--- src/rtl/cro_puf_pkg.sv ---
// Shared types and constants for the ring-oscillator PUF controller.
// Holds the sequencer state encoding and the drain length used by the top level.
package cro_puf_pkg;

    typedef enum logic [2:0] {
        IDLE   = 3'd0,
        CONFIG = 3'd1,
        RUN    = 3'd2,
        DRAIN  = 3'd3,
        CMP    = 3'd4,
        DONE   = 3'd5
    } cro_state_e;

    // Cycles the rings stay disabled after the window so in-flight
    // synchronizer edges still reach the counters.
    localparam int DRAIN_CYC = 3;

    function automatic int max_int(input int a, input int b);
        return (a > b) ? a : b;
    endfunction

endpackage

--- src/rtl/ro_edge_counter.sv ---
// Counts rising edges of an asynchronous ring-oscillator output.
// Two-flop synchronizer, previous-value flop for edge detect, saturating counter.
module ro_edge_counter #(
    parameter int CNT_W = 16
) (
    input  logic             clk,
    input  logic             rst,
    input  logic             clr,
    input  logic             en,
    input  logic             ro_in,
    output logic [CNT_W-1:0] count
);

    logic sync_1;
    logic sync_2;
    logic prev;
    logic rise;

    assign rise = sync_2 & ~prev;

    always_ff @(posedge clk) begin
        if (rst) begin
            sync_1 <= 1'b0;
            sync_2 <= 1'b0;
            prev   <= 1'b0;
        end else begin
            sync_1 <= ro_in;
            sync_2 <= sync_1;
            prev   <= sync_2;
        end
    end

    // Clear wins over counting; the counter sticks at all-ones instead of wrapping.
    always_ff @(posedge clk) begin
        if (rst) begin
            count <= '0;
        end else if (clr) begin
            count <= '0;
        end else if (en && rise && (count != {CNT_W{1'b1}})) begin
            count <= count + CNT_W'(1);
        end
    end

endmodule

--- src/rtl/cro_puf_ctrl.sv ---
// Sequences one challenge/response evaluation of a configurable RO PUF pair:
// latch selects, settle, measure for a fixed window, drain, compare, report.
module cro_puf_ctrl
    import cro_puf_pkg::*;
#(
    parameter int N_STAGES = 5,
    parameter int CNT_W    = 16,
    parameter int WINDOW   = 1024,
    parameter int SETTLE   = 4
) (
    input  logic                  clk,
    input  logic                  rst,
    input  logic                  start,
    input  logic [2*N_STAGES-1:0] challenge,
    input  logic                  ro_a,
    input  logic                  ro_b,
    output logic [N_STAGES-1:0]   sel_a,
    output logic [N_STAGES-1:0]   sel_b,
    output logic                  ro_en,
    output logic                  busy,
    output logic                  done,
    output logic                  response,
    output logic                  tie,
    output logic [CNT_W-1:0]      count_a,
    output logic [CNT_W-1:0]      count_b
);

    localparam int TMR_MAX = max_int(max_int(WINDOW, SETTLE), DRAIN_CYC);
    localparam int TMR_W   = $clog2(TMR_MAX + 1);

    cro_state_e       state;
    logic [TMR_W-1:0] timer;
    logic             start_acc;
    logic             cnt_en;

    // Handshake: start is a request sampled only in IDLE; busy is the
    // acknowledge and stays high through the done pulse, so a start seen
    // while busy=1 (including the done cycle) is dropped, not queued.
    assign start_acc = (state == IDLE) && start;
    assign cnt_en    = (state == RUN) || (state == DRAIN);

    always_ff @(posedge clk) begin
        if (rst) begin
            state    <= IDLE;
            timer    <= '0;
            sel_a    <= '0;
            sel_b    <= '0;
            ro_en    <= 1'b0;
            busy     <= 1'b0;
            done     <= 1'b0;
            response <= 1'b0;
            tie      <= 1'b0;
        end else begin
            case (state)
                IDLE: begin
                    if (start) begin
                        sel_a    <= challenge[N_STAGES-1:0];
                        sel_b    <= challenge[2*N_STAGES-1:N_STAGES];
                        busy     <= 1'b1;
                        response <= 1'b0;
                        tie      <= 1'b0;
                        timer    <= TMR_W'(SETTLE - 1);
                        state    <= CONFIG;
                    end
                end
                CONFIG: begin
                    if (timer == '0) begin
                        ro_en <= 1'b1;
                        timer <= TMR_W'(WINDOW - 1);
                        state <= RUN;
                    end else begin
                        timer <= timer - TMR_W'(1);
                    end
                end
                RUN: begin
                    if (timer == '0) begin
                        ro_en <= 1'b0;
                        timer <= TMR_W'(DRAIN_CYC - 1);
                        state <= DRAIN;
                    end else begin
                        timer <= timer - TMR_W'(1);
                    end
                end
                DRAIN: begin
                    if (timer == '0) begin
                        state <= CMP;
                    end else begin
                        timer <= timer - TMR_W'(1);
                    end
                end
                CMP: begin
                    response <= (count_a > count_b);
                    tie      <= (count_a == count_b);
                    done     <= 1'b1;
                    state    <= DONE;
                end
                DONE: begin
                    done  <= 1'b0;
                    busy  <= 1'b0;
                    state <= IDLE;
                end
                default: begin
                    state <= IDLE;
                end
            endcase
        end
    end

    // Counters are cleared on the accepting edge so results read 0 from CONFIG entry.
    ro_edge_counter #(.CNT_W(CNT_W)) u_cnt_a (
        .clk   (clk),
        .rst   (rst),
        .clr   (start_acc),
        .en    (cnt_en),
        .ro_in (ro_a),
        .count (count_a)
    );

    ro_edge_counter #(.CNT_W(CNT_W)) u_cnt_b (
        .clk   (clk),
        .rst   (rst),
        .clr   (start_acc),
        .en    (cnt_en),
        .ro_in (ro_b),
        .count (count_b)
    );

endmodule

--- config.mk ---
export PLATFORM = sky130hd
export DESIGN_NAME = cro_puf_ctrl
export DESIGN_NICKNAME = d
export VERILOG_FILES = /design/src/rtl/cro_puf_pkg.sv /design/src/rtl/ro_edge_counter.sv /design/src/rtl/cro_puf_ctrl.sv
export SDC_FILE = /design/constraint.sdc
export NUM_CORES = 1
export LEC_CHECK = 0
export ABC_CLOCK_PERIOD_IN_PS = 2800
export CAP_MARGIN = 0
export CELL_PAD_IN_SITES_DETAIL_PLACEMENT = 2
export CELL_PAD_IN_SITES_GLOBAL_PLACEMENT = 2
export CORE_AREA = 4 4 111 113
export CTS_BUF_LIST = sky130_fd_sc_hd__clkbuf_4
export DETAILED_ROUTE_END_ITERATION = 16
export DIE_AREA = 0 0 115 117
export GPL_TIMING_DRIVEN = 0
export HOLD_SLACK_MARGIN = 0.1
export PLACE_DENSITY_LB_ADDON = 0.05
export SETUP_SLACK_MARGIN = 0.5
export SLEW_MARGIN = 15
export SYNTH_ARGS = -nofsm -noshare
export SYNTH_HDL_FRONTEND = slang
export SYNTH_SLANG_ARGS = --single-unit
--- constraint.sdc ---
create_clock -name clk -period 2.8 [get_ports clk]
set_clock_uncertainty 0.2 [all_clocks]
set_input_delay 0.56 -clock clk [delete_from_list [all_inputs] [get_ports clk]]
set_output_delay 0.56 -clock clk [all_outputs]
set_load 0.005 [all_outputs]
==> metrics.csv <==
metric,value,unit
cell taking the most area after synthesis,sky130_fd_sc_hd__dfxtp_1,
count of port buffers added during placement,61,
number of diodes added for antenna fixing,0,
"Area growth, synth to finish",30.0,%
worst-path cell chain,inv_1 -> ha_1 -> nand4_1 -> or2_2 -> a211oi_1 -> nor4_1 -> o41ai_1,
Power per Cell Area,718,nW/um^2
syn avg cell area,8.13,um^2
CTS sink count,67,
RSZ-0062 raised after global routing,no,
share of power burned in registers,37.4,%
Final ANT Viol Nets,0,
area of the mapped netlist,3530,um^2
highest achievable clock rate,454,MHz
remaining global-route overflow,0,
insertion delay of the later-clocked pin in the worst-skew pair,460,ps
clock tree buffer depth,2,
TritonCTS clock tree,yes,
maximum capacitance violations,0,
total I/O pin count,62,
leading post-synthesis cells by instance count,"sky130_fd_sc_hd__dfxtp_1, sky130_fd_sc_hd__nand2_1, sky130_fd_sc_hd__a21oi_1",
initial standard-cell utilization of the core,31.2,%
total power of the final layout,3.29,mW
Sum Neg Setup Slack,0,ps
placer's final routability congestion estimate,0.773,
Net Sw Frac,40.5,%
Vias per Instance,5.22,
CTS Hold Bufs,0,
die height,117,um
"Distinct cells, synth",54,
Comb power frac,39.3,%
sum of buffers and inverters on the critical path,1,
CTS H-tree depth,3,
worst stage delay on the critical path,410,ps
number of cell rows,39,
HPWL reported at the end of detailed placement,8460,um
proportion of synthesized chip area in sequential cells,38.0,%
post-synth net total,469,
first-pass GRT wire length,18700,um
starting DRC count in detailed routing,81,
Async SR Flop Fraction,0,%
final net count,542,
post-layout minimum cycle time,2200,ps
per-cell routed wire length,17.0,um
count of final max-slew check failures,0,
total of endpoints with negative setup slack in the final report,0,
sort of element at the end of the critical path,flop,
reg-to-reg startpoint,u_cnt_b.count[15],
Detailed Route WL,11200,um
LEAKAGE,1.60,nW
pin slew with the least headroom to its limit,588,ps
number of CTS-inserted buffers,9,
Die Wd,115,um
Synth warnings,0,
core region area,11300,um^2
CP Class,reg2reg,
final hold violation count,0,
global routing usage summed across all routing layers,17.7,%
Syn Inst Count,434,
register-to-register setup slack,600,ps
Clock Power Share,23.2,%
final period utilization,78.6,%
class of the most critical hold timing path,reg2reg,
critical path endpoint,response,
pin count of the biggest net entering global routing,13,
area enclosed by the die boundary,13500,um^2
data required time at the worst endpoint,2960,ps
core occupancy in the finished layout,40.5,%
family of cells with the greatest summed delay on the critical path,simple AND/OR/NAND/NOR gates,
Synth Flop Type,sky130_fd_sc_hd__dfxtp_1,
most numerous cell in the Yosys netlist,sky130_fd_sc_hd__dfxtp_1,
cell internal pwr,1.96,mW
max_slew headroom,60.4,%
share of final-layout standard cells stronger than drive strength 1,13.7,%
cell depth of the worst flop-to-flop path,7,
slowest CP cell,sky130_fd_sc_hd__dfxtp_2,
Setup crit start,u_cnt_b.count[15],
"EDFF count, synth",0,
first drt pass iteration count,4,
status,completed,
sw power,1.33,mW
flip-flop and latch count after synthesis,67,
reg-to-reg critical path endpoint,response,
maximum resistive drop on vdd,407,uV
critical-path maximum fanout,4,
Worst path depth,7,
clock-pin transition on the worst setup and hold timing paths,130,ps
number of vias after detailed routing,3418,
antenna violations before repair,0,
vias in the first global route,3706,
Hold Slack,252,ps
clock root buffer master,sky130_fd_sc_hd__clkbuf_4,
Hold Startpoint,u_cnt_b.sync_1,
"top cells by area, synth","sky130_fd_sc_hd__dfxtp_1, sky130_fd_sc_hd__ha_1, sky130_fd_sc_hd__a21oi_1",
DRC errors left,0,
worst path arrival time,2370,ps
Worst Setup Start Kind,flop,
Synth top area share,38.0,%
-- placed cells by master, fill, tap and decap left out, types with 3 or more instances in the layout --
master,netlist,routed
sky130_fd_sc_hd__clkdlybuf4s50_1,0,61
sky130_fd_sc_hd__dfxtp_1,67,48
sky130_fd_sc_hd__nand2_1,45,45
sky130_fd_sc_hd__a21oi_1,43,42
sky130_fd_sc_hd__nor2_1,42,42
sky130_fd_sc_hd__inv_1,25,25
sky130_fd_sc_hd__o21ai_0,25,25
sky130_fd_sc_hd__nand3_1,21,20
sky130_fd_sc_hd__ha_1,20,20
sky130_fd_sc_hd__dfxtp_2,0,18
sky130_fd_sc_hd__xnor2_1,17,17
sky130_fd_sc_hd__nand4_1,16,16
sky130_fd_sc_hd__clkbuf_4,0,9
sky130_fd_sc_hd__nor2b_1,8,8
sky130_fd_sc_hd__or3_1,8,8
sky130_fd_sc_hd__clkbuf_1,9,7
sky130_fd_sc_hd__nor3_1,10,7
sky130_fd_sc_hd__nor4_1,7,7
sky130_fd_sc_hd__nor3_2,1,4
sky130_fd_sc_hd__buf_2,6,4
sky130_fd_sc_hd__a21o_1,4,4
sky130_fd_sc_hd__o211ai_1,4,4
sky130_fd_sc_hd__and2_1,4,4
sky130_fd_sc_hd__buf_4,1,4
sky130_fd_sc_hd__o31ai_1,3,3
sky130_fd_sc_hd__a211oi_1,3,3
sky130_fd_sc_hd__and3_1,4,3
sky130_fd_sc_hd__and4_1,3,3
sky130_fd_sc_hd__a31oi_1,3,3
sky130_fd_sc_hd__clkinvlp_4,0,3
-- sequential cells by signal, indices dropped and copies added, names as in the netlist --
register,flops
u_cnt_a.prev,1
timer,11
tie,1
u_cnt_b.sync_1,1
state,3
u_cnt_b.sync_2,1
sel_a,5
u_cnt_a.sync_2,1
u_cnt_b.prev,1
response,1
done,1
ro_en,1
busy,1
sel_b,5
u_cnt_a.count,16
u_cnt_a.sync_1,1
u_cnt_b.count,16
-- worst min-delay path by stage --
| stage | cells past startpoint | slack, ps | to |
|---|---|---|---|
| final | 1 | 250 | u_cnt_b.sync_2 |
| after CTS | 1 | 260 | u_cnt_b.sync_2 |
| after detailed placement | 1 | 230 | u_cnt_b.sync_2 |
| after floorplan | 1 | 210 | u_cnt_a.sync_2 |
| after global placement | 1 | 220 | u_cnt_a.sync_2 |
| after global routing | 1 | 280 | u_cnt_b.sync_2 |
-- layout make-up --
class                           count  area, um^2
Fill cell                        1312        6730
Multi-Input combinational cell    323        2060
Sequential cell                    67        1370
Timing Repair Buffer               62         618
Tap cell                          143         179
Buffer                             18         104
Inverter                           26        97.6
Clock inverter                      7        92.6
Clock buffer                        9        67.6
-- layer usage --
layer	track usage, %	vias up	part of all wire, %
met2	32.3	45	51
met1	20.6	1677	45
met3	4.58	9	3.2
li1	-	1687	-
met4	4.30	0	0.91
met5	0	-	0
-- through the flow --
step / cells / area, um^2 / setup slack (ps)
floorplan: 434 / 3530 / 817
global placement: 638 / 4320 / -333
detailed placement: 638 / 4320 / -333
CTS: 654 / 4530 / 501
global route: 655 / 4590 / 501
finish: 655 / 4590 / 598
-- timing repair --
item                                    4_1_cts  5_1_grt
setup buffers                                 0        1
endpoints found under the setup margin       36       41
pin swaps                                     0        1
resized for setup                            18       20
-- cells by family (layout without fill, tap and decap cells) --
family / count (synthesis) / after routing / share of synthesized area (%)
AO/OA/AOI/OAI: 99 / 99 / 16.8
XOR/XNOR: 18 / 18 / 4.47
adder cells (fa/ha/maj): 21 / 21 / 7.41
buffers and inverters: 44 / 122 / 5.49
flip-flops: 67 / 67 / 38.0
multiplexers: 3 / 3 / 0.922
AND/OR/NAND/NOR: 182 / 182 / 26.9
-- power groups by stage --
stage	combinational [mW]	sequential, mW	clock (mW)
2_1_floorplan	0.818	1.21	0
3_3_place_gp	1.17	1.23	0
3_5_place_dp	1.21	1.24	0
4_1_cts	1.24	1.23	0.799
5_1_grt	1.49	1.26	0.831
6_report	1.30	1.23	0.765
Power figures use the tool's default switching activity.
